## src/rtl/mem_port_arbiter_pkg.sv

```systemverilog
// Shared encodings for the memory port arbiter: FSM states, grant id width, pointer wrap helper.
// No logic of its own; imported by the picker and the top.
package mem_port_arbiter_pkg;

  typedef enum logic [1:0] {
    ARB_IDLE = 2'd0,
    ARB_RD   = 2'd1,
    ARB_WR   = 2'd2
  } arb_state_t;

  localparam int ARB_GID_W = 3;

  function automatic int wrap_inc(input int v, input int n);
    return (v + 1 >= n) ? 0 : v + 1;
  endfunction

endpackage

```

## src/rtl/mem_port_arbiter_rr_picker.sv

```systemverilog
// Round-robin picker: lowest requester at or after i_ptr wins.
// Purely combinational (zero latency); no backpressure of its own.
module mem_port_arbiter_rr_picker
  import mem_port_arbiter_pkg::*;
#(
  parameter int NREQ = 4,
  parameter int IW   = 2
) (
  input  logic [NREQ-1:0] i_req,
  input  logic [IW-1:0]   i_ptr,
  output logic [NREQ-1:0] o_gnt,
  output logic [IW-1:0]   o_idx,
  output logic            o_any
);

  logic [2*NREQ-1:0] w_dbl;
  logic [NREQ-1:0]   w_rot;
  logic [IW-1:0]     w_k;
  logic [IW:0]       w_sum;

  // Rotate so the pointer lands on bit 0, priority-encode, then rotate the index back.
  assign w_dbl = {i_req, i_req};
  assign w_rot = NREQ'(w_dbl >> i_ptr);

  always_comb begin
    w_k = '0;
    for (int i = NREQ - 1; i >= 0; i--) begin
      if (w_rot[i]) w_k = IW'(i);
    end
  end

  assign w_sum = {1'b0, w_k} + {1'b0, i_ptr};
  assign o_idx = (w_sum >= (IW+1)'(NREQ)) ? IW'(w_sum - (IW+1)'(NREQ)) : w_sum[IW-1:0];
  assign o_any = |i_req;
  assign o_gnt = o_any ? (NREQ'(1) << o_idx) : '0;

endmodule

```

## src/rtl/mem_port_arbiter.sv

```systemverilog
// Shares one external memory read/write port among NREQ engines, one transaction at a time.
// Request at cycle N shows on the memory pins at N+1; requesters wait (hold) until their done pulse.
module mem_port_arbiter
  import mem_port_arbiter_pkg::*;
#(
  parameter int NREQ     = 4,
  parameter int AW       = 26,
  parameter int DW       = 32,
  parameter int LOCK_MAX = 16
) (
  input  logic                 clk,
  input  logic                 rst,
  input  logic [NREQ-1:0]      q_rvalid,
  input  logic [NREQ*AW-1:0]   q_raddr,
  output logic [NREQ-1:0]      q_rready,
  output logic [DW-1:0]        q_rdata,
  input  logic [NREQ-1:0]      q_wvalid,
  input  logic [NREQ*AW-1:0]   q_waddr,
  input  logic [NREQ*DW-1:0]   q_wdata,
  output logic [NREQ-1:0]      q_wready,
  input  logic [NREQ-1:0]      q_lock,
  output logic                 rvalid,
  output logic [AW-1:0]        raddr,
  input  logic                 rready,
  input  logic [DW-1:0]        rdata,
  output logic                 wvalid,
  output logic [AW-1:0]        waddr,
  output logic [DW-1:0]        wdata,
  input  logic                 wready,
  output logic [ARB_GID_W-1:0] grant_id,
  output logic                 busy,
  output logic                 err
);

  localparam int IW = (NREQ > 1) ? $clog2(NREQ) : 1;
  localparam int CW = $clog2(LOCK_MAX + 1);

  arb_state_t      r_state;
  logic [IW-1:0]   r_own;
  logic [IW-1:0]   r_ptr;
  logic            r_owned;
  logic [CW-1:0]   r_lock_cnt;
  logic            r_rvalid;
  logic            r_wvalid;
  logic [AW-1:0]   r_raddr;
  logic [AW-1:0]   r_waddr;
  logic [DW-1:0]   r_wdata;
  logic            r_err;

  logic [NREQ-1:0] w_req;
  logic [NREQ-1:0] w_pick_gnt;
  logic [IW-1:0]   w_pick_idx;
  logic            w_pick_any;
  logic            w_lock_ok;
  logic [IW-1:0]   w_win;
  logic [NREQ-1:0] w_own_oh;
  logic [NREQ-1:0] w_win_oh;
  logic            w_win_rd;
  logic            w_rd_done;
  logic            w_wr_done;
  logic            w_stray;

  assign w_req = q_rvalid | q_wvalid;

  mem_port_arbiter_rr_picker #(
    .NREQ (NREQ),
    .IW   (IW)
  ) u_picker (
    .i_req (w_req),
    .i_ptr (r_ptr),
    .o_gnt (w_pick_gnt),
    .o_idx (w_pick_idx),
    .o_any (w_pick_any)
  );

  // A locked owner that is requesting again keeps the port until its streak runs out.
  assign w_lock_ok = r_owned && q_lock[r_own] && w_req[r_own] &&
                     (r_lock_cnt < CW'(LOCK_MAX - 1));
  assign w_own_oh  = NREQ'(1) << r_own;
  assign w_win     = w_lock_ok ? r_own : w_pick_idx;
  assign w_win_oh  = w_lock_ok ? w_own_oh : w_pick_gnt;
  assign w_win_rd  = |(w_win_oh & q_rvalid);

  assign w_rd_done = (r_state == ARB_RD) && rready;
  assign w_wr_done = (r_state == ARB_WR) && wready;
  assign w_stray   = (rready && (r_state != ARB_RD)) || (wready && (r_state != ARB_WR));

  assign q_rready = w_rd_done ? w_own_oh : '0;
  assign q_wready = w_wr_done ? w_own_oh : '0;
  assign q_rdata  = w_rd_done ? rdata : '0;

  assign rvalid   = r_rvalid;
  assign wvalid   = r_wvalid;
  assign raddr    = r_raddr;
  assign waddr    = r_waddr;
  assign wdata    = r_wdata;
  assign err      = r_err;
  assign busy     = (r_state != ARB_IDLE);
  assign grant_id = ARB_GID_W'(r_own);

  always_ff @(posedge clk or posedge rst) begin
    if (rst) begin
      r_state    <= ARB_IDLE;
      r_own      <= '0;
      r_ptr      <= '0;
      r_owned    <= 1'b0;
      r_lock_cnt <= '0;
      r_rvalid   <= 1'b0;
      r_wvalid   <= 1'b0;
      r_raddr    <= '0;
      r_waddr    <= '0;
      r_wdata    <= '0;
      r_err      <= 1'b0;
    end else begin
      if (w_stray) r_err <= 1'b1;
      case (r_state)
        ARB_IDLE: begin
          if (w_pick_any) begin
            r_own      <= w_win;
            r_owned    <= 1'b1;
            r_ptr      <= IW'(wrap_inc(int'(w_win), NREQ));
            r_lock_cnt <= w_lock_ok ? r_lock_cnt + 1'b1 : '0;
            if (w_win_rd) begin
              r_raddr  <= q_raddr[int'(w_win)*AW +: AW];
              r_rvalid <= 1'b1;
              r_state  <= ARB_RD;
            end else begin
              r_waddr  <= q_waddr[int'(w_win)*AW +: AW];
              r_wdata  <= q_wdata[int'(w_win)*DW +: DW];
              r_wvalid <= 1'b1;
              r_state  <= ARB_WR;
            end
          end
        end
        ARB_RD: begin
          if (rready) begin
            r_rvalid <= 1'b0;
            r_state  <= ARB_IDLE;
          end
        end
        ARB_WR: begin
          if (wready) begin
            r_wvalid <= 1'b0;
            r_state  <= ARB_IDLE;
          end
        end
        default: r_state <= ARB_IDLE;
      endcase
    end
  end

endmodule
```

## config.mk

```make
export PLATFORM = sky130hd
export DESIGN_NAME = mem_port_arbiter
export DESIGN_NICKNAME = d
export VERILOG_FILES = /design/src/rtl/mem_port_arbiter_pkg.sv /design/src/rtl/mem_port_arbiter_rr_picker.sv /design/src/rtl/mem_port_arbiter.sv
export SDC_FILE = /design/constraint.sdc
export NUM_CORES = 1
export LEC_CHECK = 0
export ABC_AREA = 0
export BUFFER_PORTS_ARGS = -buffer_cell sky130_fd_sc_hd__buf_2
export CAP_MARGIN = 40
export CORE_AREA = 10 10 192 194
export DETAILED_ROUTE_END_ITERATION = 6
export DIE_AREA = 0 0 202 204
export GPL_TIMING_DRIVEN = 0
export HOLD_SLACK_MARGIN = 0.02
export SETUP_SLACK_MARGIN = 0.05
export SYNTH_ARGS = -nofsm -noshare
export SYNTH_HDL_FRONTEND = slang
export SYNTH_SLANG_ARGS = --single-unit
```

## constraint.sdc

```tcl
create_clock -name clk -period 3.79 [get_ports clk]
set_input_delay 0.1895 -clock clk [delete_from_list [all_inputs] [get_ports clk]]
set_output_delay 0.1895 -clock clk [all_outputs]
set_load 0.05 [all_outputs]
```

==> flow_summary_export.csv <==
group,metric,value,unit
outcome,status,"finished, final reports clean",
synthesis,synth_top_flop_cell,"dfrtp_1",
clock_network,numCtsBuffers,9,
placed_design,portBuffers,513,
die,dieWidth,202,µm
drt,drt-initial-drc-count,320,
drt,drc,0,
worst_hold_path,hold_path_class,"in -> reg",
clock_network,root_buffer,"clkbuf_16",
sta,rsz0062_at_grt,"no",
placed_design,dp_hpwl,27.4,mm
synthesis,synth_top_cell_by_area,"dfrtp_1",
clock_network,insertion_delay,0.36,ns
synthesis,syn_avg_cell_area,14.6,µm²
sta,skew,0.0125,ns
pwr,peakVddDrop,381,µV
placed_design,place_congestion,0.876,
die,dieArea,41200,µm²
worst_setup_path,cp.required,4.03,ns
sta,finalHoldViolations,0,
clock_network,numClockSinks,99,
sta,slew_viol_final,0,
clock_network,clock_path_buffers,2,
synthesis,synthesis.area,6400,µm²
sta,tightest_slew,0.804,ns
global_routing,grt_use_total,14.6,%
pwr,p_leak,4.76,nW
drt,routed_wirelength,31.7,mm
layout,fillCellCount,3453,
global_routing,grt-ovfl-total,0,
global_routing,gr-usage-met2,25.7,%
synthesis,synth_common_cells,"dfrtp_1 (99), mux4_2 (85), mux2_2 (84), and2_1 (32)",
layout,area_growth,54.7,%
synthesis,async_flop_share,100,%
synthesis,ys_seq_area_share,38.7,%
synthesis,synth.area.top_cells,"dfrtp_1 (39%), mux4_2 (30%), mux2_2 (15%)",
die,ios,515,
drt,dr.pass1.iters,4,
worst_setup_path,start_kind,"flop",
clock_network,tritoncts,"built",
synthesis,synth_edf_count,0,
sta,max_freq,0.295,GHz
worst_setup_path,crit_type,"reg -> reg",
drt,ant_nets,0,
pwr,p_seq_share,16.3,%
flow_run,drv_cap,0,
die,rows,67,
sta,setup_viol,0,
drt,via_count,6339,
die,core,33100,µm²
pwr,power_switching,0.00583,W
layout,final_area,9900,µm²
global_routing,use_met3,5.67,%
clock_network,path_clk_slew,0.08,ns
pwr,switching_share,49.3,%
layout,layout-drive-gt1-share,75.6,%
synthesis,synth_nets,827,
die,start_util,19.3,%
worst_setup_path,cp_max_fo,10,
global_routing,gr-usage-met1,15.6,%
placed_design,place_area,9570,µm²
pwr,powerDensity,1190,nW/µm²
worst_setup_path,cp-end-kind,"flop",
pwr,p_total,0.0118,W
synthesis,ys_ff_latch,99,
sta,hold_slack,0.0502,ns
sta,slew_headroom,46.2,%
die,die_y,204,µm
drt,routed_via_density,4.46,
clock_network,h-tree-depth,3,
synthesis,synthCells,440,
global_routing,grt_first_pass_wirelength,45.3,mm
synthesis,synthDominantCellAreaShare,38.7,%
sta,finalWorstPathRequiredPeriod,3.39,ns
pwr,internal-power,0.00600,W
global_routing,busiest_layer,"met2",
pwr,pwr-share-clk,8.0,%
synthesis,synth_cell_type_count,52,
global_routing,grt_antenna_before_repair,12,
global_routing,grt_max_degree,52,
synthesis,yosys_warnings,0,
worst_setup_path,cp.arrival,3.63,ns
synthesis,yosysMostFrequentCell,"dfrtp_1",
drt,wl_per_cell,22.3,µm
layout,nets,1355,
sta,layout_worst_path_cycle_share,89.6,%
pwr,power_frac_comb,75.7,%
global_routing,grt_pass1_vias,7232,
-- registers in the layout, summed over array words and instances, names as in the netlist --
signal	flops
waddr	26
r_state	2
raddr	26
err	1
rvalid	1
wdata	32
r_owned	1
r_own	2
r_ptr	2
wvalid	1
r_lock_cnt	5
-- path summary, 6_finish.rpt --
check | from | to | slack, ns | cells after the start
worst max-delay path | r_ptr[0] | waddr[0] | 0.40 | 11
worst min-delay path | rready | r_state[0] | 0.05 | 2
worst max register to register | r_ptr[0] | waddr[0] | 0.40 | 11
worst min register to register | r_owned | r_owned | 0.47 | 1
max in group asynchronous | rst | r_lock_cnt[3] | 2.61 | 4
min in group asynchronous | rst | waddr[20] | 0.46 | 3
-- area by class of cell --
class | count | area [µm²] | share of cell area [%]
clock buffer | 10 | 239 | 2.41
tap | 448 | 561 | 5.66
multi-input combinational | 301 | 3700 | 37.4
antenna | 1 | 2.50 | 0.0253
inverter | 4 | 17.5 | 0.177
timing repair buffer | 517 | 2620 | 26.5
sequential | 99 | 2480 | 25.0
clock inverter | 6 | 55.1 | 0.556
buffer | 36 | 228 | 2.30
-- power by group through the flow --
stage	clock, W	sequential, W	combinational, W
2_1_floorplan	0	0.00360	0.00510
3_3_place_gp	0	0.00191	0.00899
3_5_place_dp	0	0.00194	0.00911
4_1_cts	0.000994	0.00192	0.00912
5_1_grt	0.00104	0.00199	0.00957
6_report	0.000946	0.00193	0.00896
-- cell usage in the layout, fill, tap and decap left out, types with 5 or more instances in the layout --
cell	netlist	final
mux4_2	85	85
buf_2	11	523
nand2_1	14	14
nand3_1	7	7
clkbuf_16	0	9
o21ai_0	10	10
nand2b_1	5	5
nor2_1	14	14
dfrtp_1	99	99
and2_1	32	32
mux2_2	84	84
buf_6	5	6
buf_4	10	11
clkbuf_1	9	8
-- cell families after synthesis --
family / Yosys count / share of synthesized area [%]
fa+ha+maj: 3 / 0.586
buf+inv: 40 / 3.73
mux: 171 / 45.0
other cells: 1 / 0.0586
flops: 99 / 38.7
xor+xnor: 2 / 0.391
simple gates: 87 / 7.39
compound gates: 37 / 4.12
-- worst max-delay path: stages (launching register included) --
cell,delay [ns]
dfrtp_1,0.41
buf_1,0.20
o311ai_0,0.33
o21ai_0,0.13
nand3_1,0.13
ha_1,0.29
a22oi_1,0.23
nor2_1,0.06
mux2i_1,0.28
nand3_1,0.46
buf_2,0.43
mux2_2,0.31
-- stage by stage --
step	utilization (%)	setup TNS, ns	worst slack (ns)	instances
after global placement	28.8	-37.75	-0.400	1401
after global routing	29.9	0	0.0786	1422
after CTS	29.8	0	0.0607	1420
after floorplan	-	0	0.800	440
final	29.9	0	0.396	1422
after detailed placement	28.9	0	0.0220	1403
-- per-layer routing --
| layer | up-vias | part of all wire (%) |
|---|---|---|
| li1 | 2790 | - |
| met3 | 48 | 9.8 |
| met4 | 6 | 3.1 |
| met1 | 3079 | 37 |
| met2 | 416 | 50 |
| met5 | - | 0.11 |
-- timing repair --
item,4_1_cts,5_1_grt
hold buffers,1,0
hold endpoints to repair,48,0
setup buffers,0,1
setup endpoints to repair,0,21
resized for setup,0,5
Note: power is estimated with default switching activity, not from simulation.
